### src/rtl/mips_pkg.sv
`default_nettype none
// ============================================================================
// Module   : mips_pkg
// Purpose  : Shared types and width defaults for the MIPS memory stage.
//            Holds the memory-access FSM state encoding and the MEM/WB
//            pipeline bundle carried from the memory stage into write-back.
// Revision : 1.0 - initial release
// ============================================================================
package mips_pkg;

    localparam int MIPS_DATA_W = 32;
    localparam int MIPS_REG_W  = 5;

    // Memory-access FSM: IDLE issues, WAIT holds the request until ready.
    typedef enum logic [0:0] {
        S_IDLE = 1'b0,
        S_WAIT = 1'b1
    } mem_state_e;

    // MEM/WB pipeline register contents.
    typedef struct packed {
        logic                   mem_to_reg;
        logic                   reg_write;
        logic [MIPS_DATA_W-1:0] read_data;
        logic [MIPS_DATA_W-1:0] alu_result;
        logic [MIPS_REG_W-1:0]  write_reg;
    } mem_wb_t;

    // A bubble carries no architectural effect; data fields are zeroed so
    // that waveforms stay readable.
    function automatic mem_wb_t mem_wb_bubble();
        return '0;
    endfunction

endpackage
`default_nettype wire

### src/rtl/mem_wb_reg.sv
`default_nettype none
// ============================================================================
// Module   : mem_wb_reg
// Purpose  : MEM/WB pipeline register with bubble insertion.
// Ports    : clk, reset  - clock, asynchronous active-high clear
//            load        - capture wb_i on the next rising edge
//            bubble      - capture an empty entry (takes priority over load)
//            wb_i        - next MEM/WB contents
//            wb_o        - registered MEM/WB contents
// Revision : 1.0 - initial release
// ============================================================================
module mem_wb_reg
    import mips_pkg::*;
(
    input  logic    clk,
    input  logic    reset,
    input  logic    load,
    input  logic    bubble,
    input  mem_wb_t wb_i,
    output mem_wb_t wb_o
);

    mem_wb_t wb_q;

    always_ff @(posedge clk or posedge reset) begin
        if (reset) begin
            wb_q <= '0;
        end else if (bubble) begin
            wb_q <= mem_wb_bubble();
        end else if (load) begin
            wb_q <= wb_i;
        end
    end

    assign wb_o = wb_q;

endmodule
`default_nettype wire

### src/rtl/mem_stage.sv
`default_nettype none
// ============================================================================
// Module   : mem_stage
// Purpose  : Pipeline memory stage. Performs the data-memory access over a
//            ready handshake, resolves the branch, holds MEM/WB and counts
//            stalled cycles.
// Ports    : clk, reset            - clock, asynchronous active-high reset
//            *_in                  - EX/MEM register outputs
//            dmem_*                - data memory request/response
//            stall                 - hold EX/MEM and earlier stages
//            pc_src, branch_target - branch resolution
//            *_out                 - MEM/WB register outputs
//            stall_count           - saturating stalled-cycle counter
// Revision : 1.0 - initial release
// ============================================================================
module mem_stage
    import mips_pkg::*;
#(
    parameter int DATA_W = MIPS_DATA_W,
    parameter int REG_W  = MIPS_REG_W,
    parameter int CNT_W  = 16
) (
    input  logic              clk,
    input  logic              reset,
    input  logic              branch_in,
    input  logic              mem_read_in,
    input  logic              mem_to_reg_in,
    input  logic              mem_write_in,
    input  logic              reg_write_in,
    input  logic [DATA_W-1:0] add_in,
    input  logic              zero_in,
    input  logic [DATA_W-1:0] alu_result_in,
    input  logic [DATA_W-1:0] read_data2_in,
    input  logic [REG_W-1:0]  mux_in,
    output logic              dmem_req,
    output logic              dmem_we,
    output logic [DATA_W-1:0] dmem_addr,
    output logic [DATA_W-1:0] dmem_wdata,
    input  logic [DATA_W-1:0] dmem_rdata,
    input  logic              dmem_ready,
    output logic              stall,
    output logic              pc_src,
    output logic [DATA_W-1:0] branch_target,
    output logic              mem_to_reg_out,
    output logic              reg_write_out,
    output logic [DATA_W-1:0] read_data_out,
    output logic [DATA_W-1:0] alu_result_out,
    output logic [REG_W-1:0]  write_reg_out,
    output logic [CNT_W-1:0]  stall_count
);

    mem_state_e        state_q, state_d;
    logic [DATA_W-1:0] addr_q;
    logic [DATA_W-1:0] wdata_q;
    logic              we_q;
    logic [CNT_W-1:0]  cnt_q;

    logic              mem_op;
    logic              stall_d;
    logic              issue;
    logic              complete;
    mem_wb_t           wb_d;
    mem_wb_t           wb_q;

    assign mem_op   = mem_read_in | mem_write_in;
    assign issue    = (state_q == S_IDLE) & mem_op;
    assign complete = (state_q == S_WAIT) & dmem_ready;

    // Next state, stall and MEM/WB input
    always_comb begin
        state_d = state_q;
        stall_d = 1'b0;
        case (state_q)
            S_IDLE: begin
                if (mem_op) begin
                    stall_d = 1'b1;
                    state_d = S_WAIT;
                end
            end
            S_WAIT: begin
                if (dmem_ready) begin
                    state_d = S_IDLE;
                end else begin
                    stall_d = 1'b1;
                end
            end
            default: begin
                state_d = S_IDLE;
            end
        endcase
    end

    always_comb begin
        wb_d            = '0;
        wb_d.mem_to_reg = mem_to_reg_in;
        wb_d.reg_write  = reg_write_in;
        wb_d.alu_result = alu_result_in;
        wb_d.write_reg  = mux_in;
        // Only a completing load returns memory data; a store or a
        // non-memory instruction writes zero into the read-data field.
        wb_d.read_data  = (complete && !we_q) ? dmem_rdata : '0;
    end

    // FSM with request latches. The write flag doubles as the registered
    // dmem_we output, so it is cleared when the access completes.
    always_ff @(posedge clk or posedge reset) begin
        if (reset) begin
            state_q <= S_IDLE;
            addr_q  <= '0;
            wdata_q <= '0;
            we_q    <= 1'b0;
        end else begin
            state_q <= state_d;
            if (issue) begin
                addr_q  <= alu_result_in;
                wdata_q <= read_data2_in;
                // A simultaneous read and write is treated as a write.
                we_q    <= mem_write_in;
            end else if (complete) begin
                we_q    <= 1'b0;
            end
        end
    end

    // Saturating stalled-cycle counter
    always_ff @(posedge clk or posedge reset) begin
        if (reset) begin
            cnt_q <= '0;
        end else if (stall_d && (cnt_q != {CNT_W{1'b1}})) begin
            cnt_q <= cnt_q + 1'b1;
        end
    end

    mem_wb_reg u_mem_wb_reg (
        .clk    (clk),
        .reset  (reset),
        .load   (~stall_d),
        .bubble (stall_d),
        .wb_i   (wb_d),
        .wb_o   (wb_q)
    );

    // Request decodes the state register only, so it cannot glitch.
    assign dmem_req       = (state_q == S_WAIT);
    assign dmem_we        = we_q;
    assign dmem_addr      = addr_q;
    assign dmem_wdata     = wdata_q;

    assign stall          = stall_d;
    // A branch is never taken while EX/MEM is frozen by a stall.
    assign pc_src         = branch_in & zero_in & ~stall_d;
    assign branch_target  = add_in;

    assign mem_to_reg_out = wb_q.mem_to_reg;
    assign reg_write_out  = wb_q.reg_write;
    assign read_data_out  = wb_q.read_data;
    assign alu_result_out = wb_q.alu_result;
    assign write_reg_out  = wb_q.write_reg;
    assign stall_count    = cnt_q;

endmodule
`default_nettype wire
### config.mk
export PLATFORM = sky130hd
export DESIGN_NAME = mem_stage
export DESIGN_NICKNAME = d
export VERILOG_FILES = /design/src/rtl/mips_pkg.sv /design/src/rtl/mem_wb_reg.sv /design/src/rtl/mem_stage.sv
export SDC_FILE = /design/constraint.sdc
export NUM_CORES = 1
export LEC_CHECK = 0
export BUFFER_PORTS_ARGS = -buffer_cell sky130_fd_sc_hd__buf_2
export CAP_MARGIN = 30
export CORE_MARGIN = 1
export CORE_UTILIZATION = 33
export CTS_CLUSTER_DIAMETER = 200
export DETAILED_ROUTE_END_ITERATION = 7
export PLACE_DENSITY_LB_ADDON = 0.12
export REMOVE_ABC_BUFFERS = 1
export SYNTH_ARGS = -nofsm -noshare
export SYNTH_HDL_FRONTEND = slang
export SYNTH_SLANG_ARGS = --single-unit
export TNS_END_PERCENT = 100
### constraint.sdc
create_clock -name clk -period 4 [get_ports clk]
set_input_delay 0.2 -clock clk [delete_from_list [all_inputs] [get_ports clk]]
set_output_delay 0.2 -clock clk [all_outputs]
set_load 0.05 [all_outputs]
# Word level (Yosys, flattened, before mapping)
# Index checks and enable logic that the tools add are counted.
op_classes:
  bitwise: 7
  add_sub_neg: 1
  reduce_logical: 4
  mux: 7
  eq_ne: 1
op_table:
  columns: ["operator", "count"]
  rows:
  - ["71-bit 2-to-1 mux", 1]
  - ["32-bit 2-to-1 mux", 1]
  - ["16-bit by 1-bit adder with 16-bit output, second input constant", 1]
  - ["16-bit inequality test, second input constant", 1]
  - ["1-bit bitwise AND", 4]
  - ["1-bit 2-to-1 mux", 4]
  - ["1-bit logical AND", 2]
  - ["1-bit NOT", 2]
  - ["1-bit case mux with 2 select lines", 1]
  - ["2-bit nonzero test", 1]
  - ["1-bit zero test", 1]
  - ["1-bit OR", 1]
word_totals:
  in_bits: 142
  ff_bits: 153
  out_inout_bits: 187
  word_cells: 30

# Longest topological paths before layout
# Gate-level depths: netlist (run 1).
logic_depth:
  ltp_word: 5
  mapped_depth: 6
  mapped_depth_nobuf: 5

# Cells and area by module
# Synthesis (run 1) repeated with hierarchy kept, for this count alone.
hier_totals:
  cells_unflattened: 514
  hier_area_um2: 6617.6
by_module_without_submodules:
  columns: ["mod", "cells_each", "seq_area_each_um2", "n_inst", "area_each_um2"]
  rows:
  - ["mem_stage", 284, 2052.0, 1, 3712.3]
  - ["mem_wb_reg", 230, 1776.7, 1, 2905.3]

# Least setup slack after synthesis (run 1)
# Ideal clock, no wire load.
synth_timing:
  kind: "register to output"
  from: "register state_q (netlist: dmem_req)"
  to: "output port pc_src"
  required_ps: 3800
  path_buffers: 2
  t_arrival_ps: 1867
  setup_slack_ps: 1933
  stages_incl_launch_ff: 6
  cell_sequence: "dfrtp_1 > or3_1 > nand2_1 > buf_4 > clkbuf_2 > and3_1"
synth_between:
  elab_chain_cells: 4
synth_rtl:
  columns: ["item", "line_no", "text"]
  rows:
  - ["start: declaration", "mem_stage.sv:52", "mem_state_e state_q, state_d;"]
  - ["start signal: assignment", "mem_stage.sv:113", "state_q <= state_d;"]
  - ["1-bit NOT", null, null]
  - ["1-bit case mux with 2 select lines (*)", "mem_stage.sv:73", "case (state_q)"]
  - ["1-bit NOT (*)", "mem_stage.sv:151", "assign pc_src = branch_in & zero_in & ~stall_d;"]
  - ["1-bit bitwise AND (*)", "mem_stage.sv:151", null]
  - ["end: declaration", "mem_stage.sv:42", "output logic pc_src,"]
# Every way passes the cells marked *; elsewhere a longest branch is shown, timed or not.

# Worst setup path after layout (run 1)
# Ends and elaborated chain as after synthesis.

==> flow_summary.ini, run 1 <==
[sta]
setup_viol = 0
grt_setup_unrepaired = no
min_period_over_period_pct = 63.5
slew-limit-headroom_pct = 41.7
hold_viol_final = 0
clock_skew_ns = 0.0113
hold_slack_ns = 0.0199
drv_slew = 0
fin_crit_ns = 2.54
fin_ws_ns = 1.46
fmax_mhz = 393
tightest_slew_ns = 0.875

[placement]
hpwl_mm = 10.2
place_congestion = 0.721
port_buffers = 264
pre_cts_ws_ns = 1.86

[power_and_ir_drop]
power.switching_mw = 1.97
switching_share_pct = 37.0
combPwrFrac_pct = 31.3
intPower_mw = 3.36
peakVddDrop_v = 0.000288
total_leakage_power_nw = 4.40
finalPower_mw = 5.33
p_per_area_nw_per_um2 = 622
seq_power_share_pct = 36.4
clkPwrFrac_pct = 32.3

[logic_synthesis]
synthCells = 400
netlist-cell-type-count = 33
synth.area.mux_share_pct = 12.8
synth.area.top_cells = dfrtp_1 66%, mux2_2 13%, and2_1 7.7%, buf_4 4.3%, xor2_1 2.0%
avgSynthCellArea_um2 = 14.4
synth_seq_area_share_pct = 66.4
ys_warn_count = 0
synth_compound_area_share_pct = 0.521
synth_top_family_by_area = multiplexers
synthXorXnorAreaFrac_pct = 2.13
synth_top_area_share_pct = 66.4
yosys.area_share.simple_pct = 12.3
synth_fa_ha_area_share_pct = 0.217
synth_seq_cells = 153
synth_top_area_cell = dfrtp_1
syn_area_um2 = 5760

[setup_path]
end_kind = output pin
cp_data_required_time_ns = 3.80
arrival_ns = 2.34
r2r_slack_ns = 2.00
cp_max_fo = 40
worstSetupPathType = reg -> out
start_kind = flop
r2r-end = stall_count[1]
reg2regPathDepth = 5
r2r-start = dmem_req

[floorplan]
die_x_um = 134
rows = 47
die-area_um2 = 18000
design.core.area_um2 = 16800
initial_core_util_pct = 34.3
die_height_um = 134
pin_count = 329

[min_path]
hold_depth = 2
hp-class = in -> reg
hp-start = read_data2_in[30]
hold-path-endpoint = dmem_wdata[30]

[detailed_routing]
ant_nets = 0
dr.pass1.iters = 4
vias = 4162
avgRoutedWirePerCell_um = 15.6
drcViolationCount = 0
drt-total-wl_mm = 14.9
drt_iter0_drc = 128
viasPerCell = 4.35

[clocking]
clock_latency_ns = 0.41
cts_tree = built
cts.htree.levels = 4
numCtsBuffers = 17
path_clk_slew_ns = 0.06
clock-sinks = 153
clk_path_buf_depth = 2
cts-root-buf = clkbuf_16
cts_setup_buffers = 0

[cells_and_area]
nets = 865
layout-drive-gt1-share_pct = 50.5
nFillCells = 1496
synthToLayoutAreaGrowth_pct = 48.6
regArea_um2 = 3830
multi_input_area_um2 = 1620

[grt]
gr-usage-all-layers_pct = 17.1
grt_remaining_overflow = 0
grt_start_max_net_pins = 85
grt_pass1_vias = 4474
grt_pass1_wl_mm = 23.1
antenna_found_initial = 1

[job]
drv_cap = 0

[outcome]
status = finished, final reports clean
## stage by stage
step	setup TNS (ns)	util (%)	instances	area (um2)
after detailed placement	0	42.2	841	7100
after global placement	0	42.2	841	7100
after global routing	0	50.9	956	8570
after CTS	0	50.7	952	8530
after floorplan	-49.18	-	353	5450
final	0	50.9	956	8570
## sequential cells by signal (all words and copies together) (netlist names)
register           cells
dmem_addr             32
dmem_req               1
dmem_wdata            32
dmem_we                1
stall_count           16
u_mem_wb_reg.wb_o     71
## synthesized netlist by cell type
cell type	instances
and4_1	2
nand4_2	2
nand2_1	8
or3_1	1
nand3b_1	1
o22ai_1	1
nand4b_1	1
nor3_1	9
ha_1	1
dfrtp_1	153
nor4_1	2
buf_4	33
and3_1	1
xor2_1	13
mux2_2	64
nor4_4	1
xnor2_1	1
a21oi_1	2
and4_2	1
clkbuf_2	4
nor4b_2	1
and2_1	71
o21bai_1	1
nor3b_1	1
clkbuf_1	3
a31oi_1	1
nand4_1	3
mux2_4	1
buf_2	7
inv_1	3
nor2_1	3
nor2_2	1
nand3_1	3
## routing by layer
layer,routed length (um),up-vias,part of all wire [%],track usage (%)
met5,0,-,0,1.39
met4,282,0,1.9,7.12
met3,1580,18,11,8.54
met2,6840,213,46,26.5
met1,6220,1987,42,20.0
li1,-,1944,-,-
## area by class of cell
type                       count  area share (%)
multi-input combinational    197            18.9
antenna                        1          0.0292
tap                          220            3.21
timing repair buffer         350            25.5
inverter                       3           0.190
clock inverter                10            1.91
clock buffer                  22            5.54
sequential                   153            44.7
## cell families after synthesis
group,count (synthesis)
buffers and inverters,50
AOI/OAI and AO/OA,5
and+or+nand+nor,112
adders and majority gates,1
xor gates and xnor gates,14
DFF,153
muxes,65
## layout by cell type (no fill, tap or decap), types with 2 or more instances in the layout
master and instances:
a21oi_1 2, and2_1 71, and4_1 2, buf_2 264
buf_4 3, bufinv_16 4, clkbuf_1 2, clkbuf_16 17
clkbuf_8 3, clkinv_2 2, clkinv_4 2, dfrtp_1 153
dlygate4sd3_1 82, inv_1 2, inv_6 2, mux2_2 64
nand2_1 8, nand3_1 3, nand4_1 3, nand4_2 2
nor2_1 3, nor3_1 9, nor4_1 2, xor2_1 13
## worst max path at each step
stage | start | endpoint | slack (ns) | cells past startpoint
floorplan | reset | dmem_addr[0] | -0.32 | 1
CTS | dmem_req | pc_src | 1.39 | 5
finish | dmem_req | pc_src | 1.46 | 5
detailed placement | dmem_req | pc_src | 1.86 | 5
global placement | dmem_req | pc_src | 1.92 | 5
global route | dmem_req | pc_src | 1.26 | 5
## power by group through the flow
| stage | clock, mW | sequential (mW) | combinational (mW) |
|---|---|---|---|
| final | 1.72 | 1.94 | 1.67 |
| after global routing | 1.84 | 1.97 | 1.75 |
| after CTS | 1.77 | 1.94 | 1.69 |
| after detailed placement | 0 | 1.97 | 1.63 |
| after global placement | 0 | 1.96 | 1.61 |
| after floorplan | 0 | 2.82 | 0.341 |
## what timing repair did
action	4_1_cts	5_1_grt
hold buffers	79	3
resized for setup	0	0
endpoints found under the hold margin	147	3
## worst max-delay path, cell delays in order (launching register included)
cell	delay, ns
dfrtp_1	0.44
or3_1	0.38
nand2_1	0.24
buf_4	0.37
and3_1	0.21
buf_2	0.26
No activity file was read; power rests on OpenSTA's default activity.
==> run 2, diff against run 1 <==
==> constraint.sdc (replaced) <==
create_clock -name clk -period 2.54 [get_ports clk]
set_input_delay 0.127 -clock clk [delete_from_list [all_inputs] [get_ports clk]]
set_output_delay 0.127 -clock clk [all_outputs]
set_load 0.05 [all_outputs]
==> run 2 against run 1 <==
Against the previous run: global-route usage rose by 0.58 points; sequential cell count unchanged; final cell count up 2.4%; critical path depth shrank 1; sequential share of layout area down 1.1 points; critical path type unchanged; die area did not move; critical endpoint unchanged; non-clock buffer count increased by 24; clock skew is 0.0017 ns lower; clock power grew 46%; register-to-register slack worse by 1.4 ns; final area increased by 2.5%.
==> flow_summary.ini, run 2 (synthesis results as in run 1) <==
[outcome]
status = finished, final reports clean

[clocking]
cts_tree = built
cts.htree.levels = 4
cts-root-buf = clkbuf_16
clock_latency_ns = 0.42
ctsHoldBuffers = 105
numCtsBuffers = 17
path_clk_slew_ns = 0.06
cts_setup_buffers = 0
cts_resized = 0
clk_path_buf_depth = 2
clock-sinks = 153

[placement]
place_congestion = 0.772
hpwl_mm = 10.5
port_buffers = 264
pre_cts_ws_ns = 0.552
placed_cells_incl_taps = 842

[power_and_ir_drop]
p_per_area_nw_per_um2 = 938
clkPwrFrac_pct = 30.4
finalPower_mw = 8.23
total_leakage_power_nw = 4.49
seq_power_share_pct = 37.2
peakVddDrop_v = 0.000429
combPwrFrac_pct = 32.4
intPower_mw = 5.11
power.switching_mw = 3.13
switching_share_pct = 38.0

[detailed_routing]
viasPerCell = 4.35
vias = 4258
ant_nets = 0
drcViolationCount = 0
drt_iter0_drc = 112
avgRoutedWirePerCell_um = 15.7
drt-total-wl_mm = 15.4
dr.pass1.iters = 4

[grt]
gr-usage-all-layers_pct = 17.7
grt_pass1_vias = 4633
antenna_found_initial = 0
grt_remaining_overflow = 0
grt_pass1_wl_mm = 24.1
grt_start_max_net_pins = 81

[floorplan]
die_height_um = 134
rows = 47
die-area_um2 = 18000
design.core.area_um2 = 16800
die_x_um = 134
initial_core_util_pct = 34.3
pin_count = 329

[sta]
tightest_slew_ns = 0.883
grt_setup_unrepaired = no
min_period_over_period_pct = 92.0
clock_skew_ns = 0.00962
fin_ws_ns = 0.204
slew-limit-headroom_pct = 41.0
fin_crit_ns = 2.34
drv_slew = 0
fmax_mhz = 428
setup_viol = 0
hold_viol_final = 0
setup_tns_ns = 0

[setup_path]
cp_max_fo = 16
end_kind = output pin
arrival_ns = 2.21
start_kind = flop
cp_data_required_time_ns = 2.41
worstSetupPathType = reg -> out

[cells_and_area]
nets = 889
diodes = 0
final_util_pct = 52.2
largest_register_ffs = 71
instances_no_fill = 979
layout_commonest_cell = buf_2
layout-drive-gt1-share_pct = 49.1
synthToLayoutAreaGrowth_pct = 52.3
mostFrequentLayoutCells = 264 x buf_2, 153 x dfrtp_1, 105 x dlygate4sd3_1

[job]
drv_cap = 0

[min_path]
hp-class = in -> reg
run 2: final cells by class:
cell class | instances | area, um2
Fill cell | 1490 | 8040
Sequential cell | 153 | 3830
Clock inverter | 11 | 120
Inverter | 3 | 16.3
Multi-Input combinational cell | 197 | 1620
Tap cell | 220 | 275
Clock buffer | 21 | 470
Timing Repair Buffer | 374 | 2450
run 2: path summary, 6_finish.rpt:
| check | start | endpoint | slack (ns) | cells after the start |
|---|---|---|---|---|
| max reg2reg | dmem_req | u_mem_wb_reg.wb_o[25] | 0.59 | 4 |
| max | dmem_req | pc_src | 0.20 | 4 |
| max in group asynchronous | reset | u_mem_wb_reg.wb_o[29] | 1.44 | 4 |
| min reg2reg | dmem_wdata[20] | dmem_wdata[20] | 0.50 | 1 |
| min in group asynchronous | reset | u_mem_wb_reg.wb_o[63] | 0.41 | 3 |
| min | mem_write_in | dmem_we | 0.07 | 3 |
run 2: power groups by stage:
stage,clock network [mW],logic [mW],registers [mW]
after floorplan,0,0.537,4.44
after global placement,0,2.54,3.09
after detailed placement,0,2.56,3.10
after CTS,2.57,2.69,3.06
after global routing,2.69,2.81,3.11
final,2.51,2.67,3.06
run 2: critical path: stages (launching register included):
cell,delay [ns]
dfrtp_1,0.43
or3_1,0.37
nand2_1,0.50
and3_1,0.24
buf_2,0.26
run 2: per-stage QoR:
| step | cell area [um2] | hold WS, ns |
|---|---|---|
| CTS | 8780 | 0.0537 |
| floorplan | 5450 | 0.216 |
| global placement | 7140 | 0.254 |
| detailed placement | 7140 | 0.254 |
| finish | 8780 | 0.0734 |
| global route | 8780 | 0.0908 |
run 2: metal layers:
metal / vias up / wire length (um) / GRT usage, %
met5: - / 0 / 1.39
met4: 0 / 336 / 7.80
met3: 27 / 1540 / 8.09
met2: 216 / 7140 / 27.6
met1: 2025 / 6380 / 20.8
li1: 1990 / - / -
==> run 3, diff against run 2 <==
--- a/config.mk
+++ b/config.mk
@@ -11,7 +11,8 @@
 export CORE_UTILIZATION = 33
 export CTS_CLUSTER_DIAMETER = 200
 export DETAILED_ROUTE_END_ITERATION = 7
-export PLACE_DENSITY_LB_ADDON = 0.12
+export GPL_TIMING_DRIVEN = 0
+export PLACE_DENSITY_LB_ADDON = 0.25
 export REMOVE_ABC_BUFFERS = 1
 export SYNTH_ARGS = -nofsm -noshare
 export SYNTH_HDL_FRONTEND = slang
==> run 3 against run 2 <==
Against the previous run: first-iteration DRC count rose by 34%; register-to-register slack improved by 0.13 ns; clock skew fell by 0.0026 ns; fmax rose by 1.7%; die area did not move; core utilization rose by 0.30 points; sequential cell count did not move; combinational power barely moved; sequential share of layout area fell by 0.25 points; power rose by 2.6%; critical endpoint unchanged; via count rose by 1.4%; final cell count fell by 0.10%.
==> flow_summary.ini, run 3 (synthesis results as in run 1) <==
[grt]
use_met1_pct = 21.2
gr-usage-all-layers_pct = 18.5
grt-busiest-layer = met2
grt_remaining_overflow = 0
grt_util_met3_pct = 12.2
antenna_found_initial = 0
grt_start_max_net_pins = 79
grt_pass1_wl_mm = 24.7
grt_util_met2_pct = 27.8
grt_pass1_vias = 4651

[floorplan]
die-area_um2 = 18000
die_height_um = 134
initial_core_util_pct = 34.3
rows = 47
die_x_um = 134
design.core.area_um2 = 16800
pin_count = 329

[placement]
placed_cells_incl_taps = 841
port_buffers = 264
place_congestion = 0.761
hpwl_mm = 11.1

[clocking]
numCtsBuffers = 17
path_clk_slew_ns = 0.06
cts_setup_buffers = 0
cts_tree = built
clock-sinks = 153
clk_path_buf_depth = 2
clock_latency_ns = 0.41
cts-root-buf = clkbuf_16
cts.htree.levels = 4

[detailed_routing]
dr.pass1.iters = 4
drt-total-wl_mm = 16.3
viasPerCell = 4.41
drcViolationCount = 0
vias = 4317
ant_nets = 0
drt_iter0_drc = 150
avgRoutedWirePerCell_um = 16.7

[sta]
slew-limit-headroom_pct = 53.7
fmax_mhz = 435
min_period_over_period_pct = 90.4
clock_skew_ns = 0.00698
hold_viol_final = 0
tightest_slew_ns = 0.695
fin_crit_ns = 2.30
drv_slew = 0
grt_setup_unrepaired = no
setup_viol = 0

[cells_and_area]
instances_no_fill = 978
layout-drive-gt1-share_pct = 49.2
largest_register_ffs = 71
final_util_pct = 52.5
nets = 888
layout_commonest_cell = buf_2
mostFrequentLayoutCells = 264 x buf_2, 153 x dfrtp_1, 105 x dlygate4sd3_1
nFillCells = 1429
diodes = 0
synthToLayoutAreaGrowth_pct = 53.2

[min_path]
hp-class = in -> reg
hold-path-endpoint = dmem_we
hold_depth = 3
hp-start = mem_write_in

[setup_path]
reg2regPathDepth = 4
worstPathCellList = or3_1, nand2_4, and3_1, buf_2
cp_num_buf_inv = 1
slowest_delay_ns = 0.42
cp_data_required_time_ns = 2.41
critPathSlowestCell = dfrtp_1
start_kind = flop
r2r-start = dmem_req
cp_max_fo = 47
arrival_ns = 2.17
r2r_slack_ns = 0.72
end_kind = output pin
r2r-end = stall_count[1]
critical-path-top-delay-family = simple AND/OR/NAND/NOR gates
worstSetupPathType = reg -> out

[power_and_ir_drop]
p_per_area_nw_per_um2 = 957
peakVddDrop_v = 0.000591
total_leakage_power_nw = 4.51

[outcome]
status = finished, final reports clean

[job]
drv_cap = 0
==> run 3: cell type report <==
type	instances	area (um2)	area share (%)
multi-input cells	197	1630	18.4
repair buffers	373	2450	27.7
well taps	220	275	3.12
clock buffers	19	443	5.02
flip-flops and latches	153	3830	43.4
inverters	3	16.3	0.184
clock inverters	13	190	2.15
==> run 3: worst register-to-register path, stage by stage, from the launching register on <==
cell and delay, ns:
dfrtp_1 0.42, or3_1 0.41, nand2_4 0.42, nor2_2 0.14, mux2_4 0.32
==> run 3: power by group <==
group / total [mW] / switching, mW / internal [mW]
logic: 2.68 / 1.91 / 0.771
clock network: 2.71 / 1.03 / 1.68
registers: 3.06 / 0.245 / 2.82
total: 8.45 / 3.18 / 5.27
==> run 3: what timing repair did <==
item	4_1_cts	5_1_grt
endpoints found under the setup margin	1	0
resized for setup	1	0
endpoints found under the hold margin	211	0
hold buffers	105	0
==> run 3: routing by layer <==
metal	wire (um)	part of all wire, %
met5	82	0.50
met4	214	1.3
met3	2180	13
met2	7280	45
met1	6550	40
==> run 3: per-stage QoR <==
step	cell area (um2)	TNS, ns	total power, mW	setup slack [ns]	hold slack (ns)
after floorplan	5450	-335.84	4.98	-1.71	0.216
after global placement	7050	-675.10	5.62	-3.18	0.254
after detailed placement	7140	0	5.66	0.427	0.254
after CTS	8830	0	8.53	0.223	0.0438
after global routing	8830	0	8.80	0.118	0.0704
final	8830	0	8.45	0.243	0.0664
==> run 3: how the worst max path moves through the flow <==
stage | from | endpoint | slack [ns] | cells after the start
4_1_cts | dmem_req | pc_src | 0.22 | 4
2_1_floorplan | reset | dmem_addr[0] | -1.71 | 1
5_1_grt | dmem_req | pc_src | 0.12 | 4
3_3_place_gp | reset | dmem_wdata[21] | -3.18 | 2
6_report | dmem_req | pc_src | 0.24 | 4
3_5_place_dp | dmem_req | pc_src | 0.43 | 4
